**src/rtl/mem_port_arbiter.sv**
```systemverilog
`default_nettype none
// ============================================================================
//  Module   : mem_port_arbiter
//  Purpose  : Shares one memory port between instruction fetch and the
//             load/store path. Grants one requester at a time, holds the
//             memory transaction until mem_ack, builds byte enables and
//             lane-replicated store data, extends load results, rejects
//             misaligned/illegal accesses without touching memory, and
//             bounds consecutive data grants while fetch is waiting.
//  Ports    : clk, rst (async, active-high)
//             if_req/if_addr            -> if_ready/if_rdata
//             ls_req/ls_we/ls_funct3/ls_addr/ls_wdata
//                                        -> ls_ready/ls_rdata/ls_err
//             mem_req/mem_we/mem_be/mem_addr/mem_wdata <- mem_ack/mem_rdata
//             busy : arbiter is in FETCH or DATA
//  Revision : 1.0 - initial release
// ============================================================================
module mem_port_arbiter #(
    parameter int MAX_DATA_BURST = 4
) (
    input  logic        clk,
    input  logic        rst,
    input  logic        if_req,
    input  logic [31:0] if_addr,
    output logic        if_ready,
    output logic [31:0] if_rdata,
    input  logic        ls_req,
    input  logic        ls_we,
    input  logic [2:0]  ls_funct3,
    input  logic [31:0] ls_addr,
    input  logic [31:0] ls_wdata,
    output logic        ls_ready,
    output logic [31:0] ls_rdata,
    output logic        ls_err,
    output logic        mem_req,
    output logic        mem_we,
    output logic [3:0]  mem_be,
    output logic [31:0] mem_addr,
    output logic [31:0] mem_wdata,
    input  logic        mem_ack,
    input  logic [31:0] mem_rdata,
    output logic        busy
);

    localparam int                 c_CNT_W   = $clog2(MAX_DATA_BURST + 1);
    localparam logic [c_CNT_W-1:0] c_CNT_MAX = c_CNT_W'(MAX_DATA_BURST);

    localparam logic [1:0] c_S_IDLE  = 2'd0;
    localparam logic [1:0] c_S_FETCH = 2'd1;
    localparam logic [1:0] c_S_DATA  = 2'd2;

    logic [1:0]         r_state, w_next_state;
    logic [c_CNT_W-1:0] r_cnt, w_cnt;

    // Access attributes captured at grant, used to shape the load result.
    logic [2:0]  r_f3,  w_f3;
    logic [1:0]  r_alo, w_alo;
    logic        r_we,  w_we;

    logic        r_if_ready,  w_if_ready;
    logic [31:0] r_if_rdata,  w_if_rdata;
    logic        r_ls_ready,  w_ls_ready;
    logic [31:0] r_ls_rdata,  w_ls_rdata;
    logic        r_ls_err,    w_ls_err;
    logic        r_mem_req,   w_mem_req;
    logic        r_mem_we,    w_mem_we;
    logic [3:0]  r_mem_be,    w_mem_be;
    logic [31:0] r_mem_addr,  w_mem_addr;
    logic [31:0] r_mem_wdata, w_mem_wdata;
    logic        r_busy;

    // Fetch addresses are word aligned by construction; low bits are dropped.
    logic w_unused;
    assign w_unused = &{1'b0, if_addr[1:0]};

    // ------------------------------------------------------------------
    // Arbitration and access legality
    // ------------------------------------------------------------------
    logic w_data_win, w_fetch_win, w_f3_bad, w_misalign, w_ls_bad;

    assign w_data_win  = ls_req && (!if_req || (r_cnt < c_CNT_MAX));
    assign w_fetch_win = if_req && !w_data_win;

    // funct3[1:0]=11 is never legal; bit 2 (unsigned) is illegal for stores
    // and for word loads.
    assign w_f3_bad   = (ls_funct3[1:0] == 2'b11) ||
                        (ls_funct3[2] && (ls_we || ls_funct3[1]));
    assign w_misalign = ((ls_funct3[1:0] == 2'b01) && ls_addr[0]) ||
                        ((ls_funct3[1:0] == 2'b10) && (ls_addr[1:0] != 2'b00));
    assign w_ls_bad   = w_f3_bad || w_misalign;

    // Store lane generation.
    logic [3:0]  w_st_be;
    logic [31:0] w_st_data;
    always_comb begin
        w_st_be   = 4'b1111;
        w_st_data = ls_wdata;
        case (ls_funct3[1:0])
            2'b00: begin
                w_st_be   = 4'b0001 << ls_addr[1:0];
                w_st_data = {4{ls_wdata[7:0]}};
            end
            2'b01: begin
                w_st_be   = 4'b0011 << {ls_addr[1], 1'b0};
                w_st_data = {2{ls_wdata[15:0]}};
            end
            default: begin
                w_st_be   = 4'b1111;
                w_st_data = ls_wdata;
            end
        endcase
    end

    // Load extraction: shifting by the byte offset puts the addressed byte
    // or (aligned) halfword at bit 0.
    logic [31:0] w_shift, w_load_val;
    assign w_shift = mem_rdata >> {r_alo, 3'b000};
    always_comb begin
        w_load_val = mem_rdata;
        case (r_f3)
            3'b000:  w_load_val = {{24{w_shift[7]}},  w_shift[7:0]};
            3'b001:  w_load_val = {{16{w_shift[15]}}, w_shift[15:0]};
            3'b100:  w_load_val = {24'd0, w_shift[7:0]};
            3'b101:  w_load_val = {16'd0, w_shift[15:0]};
            default: w_load_val = mem_rdata;
        endcase
    end

    // ------------------------------------------------------------------
    // State register (also holds every registered output)
    // ------------------------------------------------------------------
    always_ff @(posedge clk or posedge rst) begin
        if (rst) begin
            r_state     <= c_S_IDLE;
            r_cnt       <= '0;
            r_f3        <= 3'd0;
            r_alo       <= 2'd0;
            r_we        <= 1'b0;
            r_if_ready  <= 1'b0;
            r_if_rdata  <= 32'd0;
            r_ls_ready  <= 1'b0;
            r_ls_rdata  <= 32'd0;
            r_ls_err    <= 1'b0;
            r_mem_req   <= 1'b0;
            r_mem_we    <= 1'b0;
            r_mem_be    <= 4'd0;
            r_mem_addr  <= 32'd0;
            r_mem_wdata <= 32'd0;
            r_busy      <= 1'b0;
        end else begin
            r_state     <= w_next_state;
            r_cnt       <= w_cnt;
            r_f3        <= w_f3;
            r_alo       <= w_alo;
            r_we        <= w_we;
            r_if_ready  <= w_if_ready;
            r_if_rdata  <= w_if_rdata;
            r_ls_ready  <= w_ls_ready;
            r_ls_rdata  <= w_ls_rdata;
            r_ls_err    <= w_ls_err;
            r_mem_req   <= w_mem_req;
            r_mem_we    <= w_mem_we;
            r_mem_be    <= w_mem_be;
            r_mem_addr  <= w_mem_addr;
            r_mem_wdata <= w_mem_wdata;
            r_busy      <= (w_next_state != c_S_IDLE);
        end
    end

    // ------------------------------------------------------------------
    // Next-state logic
    // ------------------------------------------------------------------
    always_comb begin
        w_next_state = r_state;
        case (r_state)
            c_S_IDLE: begin
                // A rejected data access stays in IDLE.
                if (w_data_win && !w_ls_bad) w_next_state = c_S_DATA;
                else if (w_fetch_win)        w_next_state = c_S_FETCH;
            end
            c_S_FETCH, c_S_DATA: begin
                if (r_mem_req && mem_ack) w_next_state = c_S_IDLE;
            end
            default: w_next_state = c_S_IDLE;
        endcase
    end

    // ------------------------------------------------------------------
    // Output / datapath next values
    // ------------------------------------------------------------------
    always_comb begin
        w_cnt       = r_cnt;
        w_f3        = r_f3;
        w_alo       = r_alo;
        w_we        = r_we;
        w_if_ready  = 1'b0;
        w_if_rdata  = r_if_rdata;
        w_ls_ready  = 1'b0;
        w_ls_rdata  = r_ls_rdata;
        w_ls_err    = 1'b0;
        w_mem_req   = r_mem_req;
        w_mem_we    = r_mem_we;
        w_mem_be    = r_mem_be;
        w_mem_addr  = r_mem_addr;
        w_mem_wdata = r_mem_wdata;
        case (r_state)
            c_S_IDLE: begin
                if (w_data_win) begin
                    w_cnt = if_req ? (r_cnt + 1'b1) : '0;
                    if (w_ls_bad) begin
                        w_ls_ready = 1'b1;
                        w_ls_err   = 1'b1;
                        w_ls_rdata = 32'd0;
                    end else begin
                        w_mem_req   = 1'b1;
                        w_mem_we    = ls_we;
                        w_mem_be    = ls_we ? w_st_be : 4'b1111;
                        w_mem_addr  = {ls_addr[31:2], 2'b00};
                        w_mem_wdata = ls_we ? w_st_data : 32'd0;
                        w_f3        = ls_funct3;
                        w_alo       = ls_addr[1:0];
                        w_we        = ls_we;
                    end
                end else if (if_req) begin
                    w_cnt       = '0;
                    w_mem_req   = 1'b1;
                    w_mem_we    = 1'b0;
                    w_mem_be    = 4'b1111;
                    w_mem_addr  = {if_addr[31:2], 2'b00};
                    w_mem_wdata = 32'd0;
                end
            end
            c_S_FETCH: begin
                if (r_mem_req && mem_ack) begin
                    w_mem_req  = 1'b0;
                    w_if_ready = 1'b1;
                    w_if_rdata = mem_rdata;
                end
            end
            c_S_DATA: begin
                if (r_mem_req && mem_ack) begin
                    w_mem_req  = 1'b0;
                    w_ls_ready = 1'b1;
                    w_ls_rdata = r_we ? 32'd0 : w_load_val;
                end
            end
            default: begin
                w_mem_req = 1'b0;
            end
        endcase
    end

    assign if_ready  = r_if_ready;
    assign if_rdata  = r_if_rdata;
    assign ls_ready  = r_ls_ready;
    assign ls_rdata  = r_ls_rdata;
    assign ls_err    = r_ls_err;
    assign mem_req   = r_mem_req;
    assign mem_we    = r_mem_we;
    assign mem_be    = r_mem_be;
    assign mem_addr  = r_mem_addr;
    assign mem_wdata = r_mem_wdata;
    assign busy      = r_busy;

endmodule
`default_nettype wire

```
**config.mk**
```make
export PLATFORM = sky130hd
export DESIGN_NAME = mem_port_arbiter
export DESIGN_NICKNAME = d
export VERILOG_FILES = /design/src/rtl/mem_port_arbiter.sv
export SDC_FILE = /design/constraint.sdc
export NUM_CORES = 1
export LEC_CHECK = 0
export ABC_AREA = 1
export CAP_MARGIN = 20
export CORE_MARGIN = 2
export CORE_UTILIZATION = 44
export CTS_CLUSTER_DIAMETER = 150
export CTS_CLUSTER_SIZE = 25
export DETAILED_ROUTE_END_ITERATION = 12
export PLACE_DENSITY = 0.88
export SLEW_MARGIN = 15
export SYNTH_ARGS = -nofsm -noshare
export SYNTH_HDL_FRONTEND = slang
export SYNTH_SLANG_ARGS = --single-unit
```
**constraint.sdc**
```tcl
create_clock -name clk -period 6.9 [get_ports clk]
set_input_delay 1.38 -clock clk [delete_from_list [all_inputs] [get_ports clk]]
set_output_delay 1.38 -clock clk [all_outputs]
set_load 0.005 [all_outputs]
```
Word level (Yosys, flattened, before mapping)
Index checks and enable logic that the tools add are counted.

Bits in registers: 149. Output and inout port bits: 138.

Add/subtract/negate cells: 1. Order comparisons: 1. Equality and inequality tests: 15. Shift-type cells: 3. Multiplexer cells: 40. Bitwise gates (word level): 1. Reduce and logical (&&, ||, !) cells: 29.

Operator list (count): $mux W32 (11); $pmux W32 S2 (2); $pmux W32 S4 (1); $shr A32 B5 Y16 (1); $mux W4 (4); $mux W1 (12); $mux W3 (3); $reduce_and A3 Y1 (3); $ne A2 B2 Y1 const B (4); $pmux W4 S2 (1); $reduce_bool A2 Y1 (4); $logic_and A1 B1 Y1 (7); $eq A2 B2 Y1 const B (3); $eq A3 B3 Y1 const B (2); $mux W2 (3); $ne A3 B3 Y1 const B (2); $logic_or A1 B1 Y1 (5); $eq A2 B1 Y1 const B (2); $logic_not A2 Y1 (2); $pmux W1 S2 (2); $pmux W2 S2 (1); $reduce_and A2 Y1 (2); $reduce_and A4 Y1 (1); $shl A1 B2 Y4 const A (1); 9 further kinds (11).

Logic depth before layout (Yosys ltp)
Depth in word-level cells: 9. Mapped depth: 11. Mapped depth without buffers: 9.

Worst setup path after synthesis
No wires, ideal clock.

Kind: input port to flip-flop. Start: input port if_req. End: register r_mem_be[0] (netlist: mem_be[0]). Arrival time: 2.238 ns. Path slack: 4.544 ns. Cell stages on the path: 9. Path buffers: 1. Cell sequence: nand2_1 -> nand2_2 -> inv_2 -> nand3_1 -> nor2_1 -> nand2_1 -> buf_2 -> nor2_1 -> nor2_2.

Longest elaborated chain between the ends: 5. Elaborated cells between the ends (all ways): 7.

Ends and longest elaborated chain: from (decl) (line 23) `input logic if_req,`; $logic_not A1 Y1 (line 81) `assign w_data_win = ls_req && (!if_req || (r_cnt < c_CNT_MAX));`; $logic_or A1 B1 Y1 (line 81); $logic_and A1 B1 Y1 (line 81); $ne A2 B2 Y1 (no line) / $reduce_bool A2 Y1 (equally long branches); $reduce_and A3 Y1 (no line); to (signal assigned) (line 163) `r_mem_be <= w_mem_be;`; to (decl) (line 67) `logic [3:0] r_mem_be, w_mem_be;`.

Several ways; a longest one is shown, not always the timed one. A chain may end at the register's enable or synchronous reset.

Worst setup path after layout
Same ends and word-level chain as after synthesis.

==> results by group <==
Floorplan
  – Core Box Area: 0.0158 sq mm
  – Die span in y: 131 microns
  – Initial core utilization: 0.449
  – DIE WIDTH: 131 microns
  – I/O pins: 275
  – Site row count: 46
  – DIE AREA: 0.0172 sq mm

CTS
  – Post-CTS Hold Buffers: 0
  – Worst skew pair latency: 410 ps
  – TritonCTS Buffers: 17
  – Clock Sinks: 147
  – H-tree depth: 4
  – Clock root buffer: clkbuf_16
  – Post_cts resized: 0
  – Post-CTS setup buffers: 0
  – Clock slew at reported path FFs: 60 ps
  – Clk buf depth: 2
  – CTS tree: yes

Drt
  – Total number of vias: 6762
  – DRT iter0 DRCs: 431
  – Antenna Nets Post-Route: 0
  – DRT Wirelength: 21.9 mm
  – DRT Pass-1 Iters: 5
  – Vias per inst: 5.05
  – Wire per inst: 16.4 microns
  – DRC errors left: 0

Layout
  – Share of cells above drive strength 1: 0.0534
  – Register area: 0.00368 sq mm
  – Fill cells: 1256
  – Area Overhead vs Synth: 47.5%
  – Diodes inserted: 0
  – Final nets: 1252
  – Multi-input logic area: 0.00289 sq mm
  – Commonest cells after routing, fill and taps aside: nand2_1, clkdlybuf4s50_1, dfrtp_1, o21ai_0, o21ai_1
  – Most common cell after layout, fill and taps aside: nand2_1

Yosys
  – FF+latch count, synth: 147
  – Unique masters post-synth: 30
  – Synthesized instance count: 861
  – Sequential area share after synthesis: 0.518
  – Synthesized area per cell: 8.25 sq um
  – Yosys warnings: 0
  – Number of flops mapped to enable cells by yosys: 0
  – Primary FF master, synth: dfrtp_1
  – Async S/R FF share, synth: 1.00
  – Mapped cell area: 0.00710 sq mm

Setup path
  – Crit Path Class: in2reg
  – Critical path launch point type: input pin
  – Critical path's slowest cell: nand2_1
  – Setup slack, reg-to-reg: 3870 ps
  – Crit-path max FO: 34
  – Crit end category: flip-flop
  – Worst path cell trace: clkdlybuf4s50_1, nand2_1, nand2_2, inv_2, nand3_1, nor2_1, nand2_1, nor2_1, nor2_2
  – Max incr delay on CP: 630 ps
  – Required time of the critical path: 7190 ps
  – Worst Path Arrival: 4420 ps

Global route
  – Vias in the first global route: 6584
  – Tot GR Track Use: 0.263
  – Initial antenna violation count: 1
  – Largest net degree at the start of global routing: 111
  – First-pass GRT wire length: 34.2 mm
  – Grt ovf: 0

STA
  – Final setup viols: 0
  – Tmin final: 4120 ps
  – Relative slew slack: 0.303
  – Final period utilization: 0.598
  – FMAX: 243 MHz
  – Final Worst Setup Slack: 2780 ps
  – Final Hold Viols: 0
  – Clock Skew: 8.42 ps
  – Fin. max-slew vios: 0
  – RSZ-0062 raised after global routing: no
  – Setup TNS: 0 ps
  – Worst-Margin Slew: 1050 ps

Place
  – DP HPWL: 16.6 mm
  – Place WS: 2350 ps
  – Gpl congestion: 0.883
  – Buffers added on ports: 270

Pwr
  – VDD IR-drop max: 0.222 mV
  – Pwr per Cell Area: 403 mW/mm^2
  – Leak: 4.88 nW

Run
  – Max-cap check violation count: 0

Worst hold path
  – Min-Delay Path Class: reg2reg

Run status
  – Outcome: complete, no violations
[critical path: cells and delay by family]
kind	cells	cell delay [ps]
buffers and inverters	2	750
AND/OR/NAND/NOR	7	2270
[registers in the layout, summed over array words and instances (netlist names), 2 cells and up]
name,flops
if_rdata,32
ls_rdata,32
mem_addr,30
mem_be,4
mem_wdata,32
r_alo,2
r_cnt,3
r_f3,3
r_state,2
[metal layers]
metal / vias up / GRT usage / wire [microns]
li1: 3289 / - / -
met1: 3123 / 0.290 / 7960
met2: 301 / 0.473 / 11300
met3: 49 / 0.0778 / 2010
met4: 0 / 0.110 / 680
met5: - / 0 / 0
[final cells by class]
type | instances | area share
Timing Repair Buffer | 274 | 0.263
Clock buffer | 23 | 0.0437
Sequential cell | 147 | 0.351
Clock inverter | 9 | 0.0147
Tap cell | 216 | 0.0258
Inverter | 67 | 0.0254
Multi-Input combinational cell | 603 | 0.276
[cells by family after synthesis]
family,after synthesis,synth area share
other,1,0.000528
DFF,147,0.518
muxes,30,0.0423
and+or+nand+nor,381,0.220
adders and majority gates,5,0.00881
AOI/OAI and AO/OA,185,0.134
buffers and inverters,112,0.0766
[report_power, final]
group / internal, W / switching [W] / leakage [nW]
Sequential: 0.00121 / 0.000257 / 1.90
Combinational: 0.000913 / 0.000882 / 2.68
Clock: 0.000615 / 0.000347 / 0.291
Total: 0.00274 / 0.00149 / 4.88
[worst paths after layout]
check,from,endpoint,cells past startpoint
max,if_req,mem_be[0],9
min,mem_we,mem_we,2
max reg2reg,r_cnt[2],mem_be[0],8
min reg2reg,mem_we,mem_we,2
max in group asynchronous,rst,mem_wdata[22],3
min in group asynchronous,rst,mem_wdata[19],2
[metrics by stage]
step           cell area (sq um)  utilization  hold WS, ps  power, W  std cells
2_1_floorplan               7110            -          442   0.00233        862
3_3_place_gp                9830        0.621          458   0.00320       1306
3_5_place_dp                9830        0.621          464   0.00326       1306
4_1_cts                    10400        0.660          477   0.00424       1338
5_1_grt                    10500        0.662          504   0.00452       1339
6_report                   10500        0.662          472   0.00422       1339
[cells in the mapped netlist (all sizes together), types with 5 or more instances]
master,instances,share of area
a21oi,8,0.0062
inv,67,0.037
nand2,316,0.17
mux2i,30,0.042
nand3,23,0.020
o21ai,170,0.12
ha,5,0.0088
buf,32,0.033
clkbuf,13,0.0069
dfrtp,147,0.52
nor2,32,0.022
nand4,9,0.0079
Power figures use the tool's default switching activity.
